**config.mk**
```make
export PLATFORM = sky130hd
export DESIGN_NAME = adder_16bit
export DESIGN_NICKNAME = d
export VERILOG_FILES = /design/src/rtl/adder_16bit.sv
export SDC_FILE = /design/constraint.sdc
export NUM_CORES = 1
export LEC_CHECK = 0
export ABC_AREA = 1
export CORE_AREA = 2 2 69 71
export CTS_BUF_LIST = sky130_fd_sc_hd__clkbuf_8
export CTS_CLUSTER_SIZE = 24
export DETAILED_ROUTE_END_ITERATION = 8
export DIE_AREA = 0 0 71 73
export PLACE_DENSITY = 0.69
export SETUP_SLACK_MARGIN = 0.02
export SLEW_MARGIN = 10
export SYNTH_ARGS = -nofsm -noshare
export SYNTH_HDL_FRONTEND = slang
export SYNTH_SLANG_ARGS = --single-unit
```
**constraint.sdc**
```tcl
create_clock -name clk -period 1.87 [get_ports clk]
set_input_delay 0.2805 -clock clk [delete_from_list [all_inputs] [get_ports clk]]
set_output_delay 0.2805 -clock clk [all_outputs]
set_load 0.1 [all_outputs]
```
**src/rtl/adder_16bit.sv**
```systemverilog
// Registered WIDTH-bit adder with carry, signed-overflow and zero flags, one-cycle latency.
// Optional feature: define ADDER_SATURATE_EN to clamp R to the signed limit on overflow.
module adder_16bit #(
    parameter int unsigned WIDTH = 16
) (
    input  logic             clk,
    input  logic             rst_n,
    input  logic             in_valid,
    input  logic [WIDTH-1:0] A,
    input  logic [WIDTH-1:0] B,
    output logic [WIDTH-1:0] R,
    output logic             carry,
    output logic             ovf,
    output logic             zero,
    output logic             out_valid
);

    logic [WIDTH-1:0] r_q,     r_d;
    logic             carry_q, carry_d;
    logic             ovf_q,   ovf_d;
    logic             zero_q,  zero_d;
    logic             valid_q, valid_d;

    logic [WIDTH:0]   sum;
    logic             sum_ovf;
    logic [WIDTH-1:0] res;

    assign sum     = {1'b0, A} + {1'b0, B};
    assign sum_ovf = (A[WIDTH-1] == B[WIDTH-1]) && (sum[WIDTH-1] != A[WIDTH-1]);

`ifdef ADDER_SATURATE_EN
    // Overflow direction follows the operand sign: positive overflow clamps high, negative low.
    always_comb begin
        res = sum[WIDTH-1:0];
        if (sum_ovf) begin
            res = A[WIDTH-1] ? {1'b1, {(WIDTH-1){1'b0}}} : {1'b0, {(WIDTH-1){1'b1}}};
        end
    end
`else
    assign res = sum[WIDTH-1:0];
`endif

    always_comb begin
        r_d     = r_q;
        carry_d = carry_q;
        ovf_d   = ovf_q;
        zero_d  = zero_q;
        valid_d = 1'b0;
        if (in_valid) begin
            r_d     = res;
            carry_d = sum[WIDTH];
            ovf_d   = sum_ovf;
            zero_d  = (res == '0);
            valid_d = 1'b1;
        end
    end

    always_ff @(posedge clk) begin
        if (!rst_n) begin
            r_q     <= '0;
            carry_q <= 1'b0;
            ovf_q   <= 1'b0;
            zero_q  <= 1'b1;
            valid_q <= 1'b0;
        end else begin
            r_q     <= r_d;
            carry_q <= carry_d;
            ovf_q   <= ovf_d;
            zero_q  <= zero_d;
            valid_q <= valid_d;
        end
    end

    assign R         = r_q;
    assign carry     = carry_q;
    assign ovf       = ovf_q;
    assign zero      = zero_q;
    assign out_valid = valid_q;

endmodule

```
* After elaboration in Yosys (flattened, before gate mapping)
Cells that the tools add are included.
Word-level totals: register bits 20, output and inout port bits 20, logic and storage cells 11
Cells by class: add/subtract/negate cells 1, equal/unequal tests 2, mux-type cells 1, reduce and logical (&&, ||, !) cells 2
Operator list (number):
- adder 16 x 16 -> 17 bit | 1
- logical NOT 16 bit | 1
- equality test 1 bit | 1
- logical AND 1 bit | 1
- two-way mux 1 bit | 1
- inequality test 1 bit | 1

* Longest topological paths before layout
depth in word-level cells 3, depth in mapped cells 14

* Worst setup path after synthesis
Ideal clock, no wire load.
path kind input to register, from in A[0], to reg zero_q, in the netlist zero, library setup time 0.117 ns, arrival 1.599 ns, slack 0.154 ns, cell stages on the path 14, buffers on the path 0, cell sequence ha_1 fa_1 nand2_1 nand2_1 nand3_1 nand2_1 nand2_1 nand2_1 nand2_1 nand2_1 nand2_1 nor2_1 nand3_1 nand2_1
On the way: word-level cells in the longest chain between the ends 2
RTL lines:
- from (decl) | RTL line 9 | input logic [WIDTH-1:0] A,
- adder 16 x 16 -> 17 bit | RTL line 28 | assign sum = {1'b0, A} + {1'b0, B};
- logical NOT 16 bit | RTL line 53 | zero_d = (res == '0);
- to (signal assigned) | RTL line 69 | zero_q <= zero_d;
- to (decl) | RTL line 21 | logic zero_q, zero_d;
No other way between the ends. A chain may end at the register's enable or synchronous reset.

* Final worst setup path
from in A[14], to reg ovf_q, in the netlist ovf
On the way: word-level cells in the longest chain between the ends 3
RTL lines:
- adder 16 x 16 -> 17 bit | RTL line 28
- inequality test 1 bit | RTL line 29 | assign sum_ovf = (A[WIDTH-1] == B[WIDTH-1]) && (sum[WIDTH-1] != A[WIDTH-1]);
- logical AND 1 bit | RTL line 29
- to (signal assigned) | RTL line 68 | ovf_q <= ovf_d;
- to (decl) | RTL line 20 | logic ovf_q, ovf_d;
No other way between the ends.

==> metrics.cfg <==
[layout]
syn2layout_area_growth_pct=67.82
mostFrequentLayoutCells=nand2_1 (77), buf_4 (55), inv_1 (39)
nFillCells=431
n_antenna_cell=0
layout.cells.non_filler=425
final_core_util_pct=63.14
design_area_um2=2864
drive_gt1_share_pct=30.19
final_common_cell=nand2_1
nNetsFinal=424

[power]
intPower_uw=1039
seqPwrFrac_pct=26.7
p_total_uw=1811
ir_drop_uv=251.1
power_frac_comb_pct=55.7
powerDensity_nw_per_um2=632.3
switching_power_uw=771.5
power_frac_clock_pct=17.6
switching_share_pct=42.60
leakage_uw=0.001572

[synth]
yosysWarnings=0
synth_area_per_cell_um2=6.052
ys_seq_area_share_pct=23.46
synthCells=282
netlist_area_um2=1707
synth_fp_nets=334
ys_ff_latch=20
synth_cell_type_count=24

[drt]
drc=0
totalWireLength_mm=4.562
via_per_inst=4.678
wl_per_cell_um=10.73
drt_iter0_markers=104
ant_nets=0
vias=1988
dr.pass1.iters=4

[clock_tree]
htree_num_levels=1
numCtsBuffers=3
cts.clk_slew.worst_paths_ns=0.07
cts-root-buf=clkbuf_8
clk_latency_ns=0.25
cts_sinks=20
clk_path_buf_depth=2
cts_tree=yes

[critical_path]
critPathArrivalTime_ns=1.90
end_kind=register
timing.rr.start=R[12]$_SDFFE_PN0P_
path_max_fanout=3
reg2reg_depth=4
cp.required_ns=2.01
worstSetupStartpoint=A[14]
cp-start-kind=input pin
criticalPathCategory=input pin to register

[hold_path]
hold-path-cell-count=2
min_from=ovf$_SDFFE_PN0P_
hp-class=register to register

[placed_design]
hpwl_mm=3.566
portBuffers=54
dpl-instance-area_um2=2505
routabilityCongestion=0.7954
placed_cells=420

[floorplan]
die_y_um=73
io_pins=55
core_um2=4536
dieArea_um2=5183
start_util_pct=37.63
fp.dieW_um=71
num_rows=25

[sta]
tns_ns=0
setup_viol=0
clock.fmax_mhz=569.8
hold_violations=0
slew_headroom_pct=76.54
rsz0062_at_grt=no
worst_pin_slew_ns=0.3515
fin_crit_sh_pct=93.86
worst_clock_skew_ns=0
drv_slew=0
finalCriticalPeriod_ns=1.755

[grt]
grt-busiest-layer=met2
use_met1_pct=22.58
grt_max_degree=24
grt_pass1_wl_mm=7.307
use_met3_pct=0.8287
overflow=0
antenna_found_initial=0
grt_pass1_vias=1735
met2_usage_pct=29.49
grt.total_usage_pct=16.77

[status]
outcome=finished, final reports clean

[run]
maxCapViolCount=0

## cell usage after synthesis (all sizes together)
| library cell | number | area (µm²) |
|---|---|---|
| clkbuf | 4 | 15.01 |
| a31oi | 2 | 12.51 |
| nand4 | 2 | 12.51 |
| fa | 1 | 20.02 |
| nand3 | 28 | 150.1 |
| ha | 16 | 200.2 |
| clkinv | 1 | 3.750 |
| nand2 | 90 | 352.8 |
| or2 | 2 | 12.51 |
| and2 | 1 | 6.260 |
| inv | 44 | 165.1 |
| o21ai | 15 | 75.07 |
| a21oi | 17 | 88.84 |
| nor2 | 30 | 120.1 |
| nand3b | 4 | 30.03 |
| o21bai | 1 | 11.26 |
| dfxtp | 20 | 400.4 |
| o211ai | 4 | 30.03 |
## layout make-up
type,instances,area [µm²],area share [%]
well taps,54,67.56,2.359
flip-flops and latches,20,400.4,13.98
repair buffers,89,790.8,27.61
multi-input cells,213,1381,48.23
inverters,45,168.9,5.898
clock buffers,4,55.05,1.922
## through the flow
step	hold WS (ns)	setup slack, ns
global placement	0.4560	-0.3748
finish	0.4688	0.1149
detailed placement	0.4595	-0.4251
floorplan	0.4188	0.1544
global route	0.4878	0.01973
CTS	0.4710	0.02023
## logic make-up (layout without fill, tap and decap cells)
family                   count (synthesis)  in the layout  share of synthesized area [%]
flip-flops                              20             20                          23.46
AO/OA/AOI/OAI                           39             39                          12.76
adder cells (fa/ha/maj)                 17             17                          12.90
AND/OR/NAND/NOR                        157            157                          40.10
buffers and inverters                   49            138                          10.78
## final timing paths
path | end | slack (ns)
worst max-delay path | ovf$_SDFFE_PN0P_ | 0.11
worst min-delay path | ovf$_SDFFE_PN0P_ | 0.47
worst max register to register | R[12]$_SDFFE_PN0P_ | 1.19
worst min register to register | ovf$_SDFFE_PN0P_ | 0.47
## power groups by stage
stage | Combinational (µW) | Sequential, µW | Clock [µW]
final | 1010 | 484 | 318
after global routing | 1090 | 489 | 343
after global placement | 907 | 493 | 0
after CTS | 942 | 485 | 329
after floorplan | 324 | 763 | 0
after detailed placement | 916 | 494 | 0
## layer usage
metal	part of all wire, %	routed length [µm]
met1	48	2169
met3	2.9	133
met5	0	0
met4	1.1	48
met2	48	2209
## critical path, stage by stage
cell             delay (ns)
clkdlybuf4s50_1        0.51
ha_4                   0.22
a21oi_1                0.12
o21ai_0                0.09
a21oi_1                0.23
nand2_2                0.11
or2_1                  0.21
nand3_1                0.07
a21oi_1                0.06
## sequential cells by signal, summed over array words and instances, names as in the netlist
| register | count |
|---|---|
| carry | 1 |
| R | 16 |
| out_valid | 1 |
| ovf | 1 |
| zero | 1 |
## timing repair
| item | in CTS | in global routing |
|---|---|---|
| resized for setup | 14 | 53 |
| hold buffers | 0 | 0 |
| setup buffers | 0 | 1 |
| pin swaps | 8 | 20 |
| setup endpoints to repair | 8 | 10 |
Power figures use the tool's default switching activity.
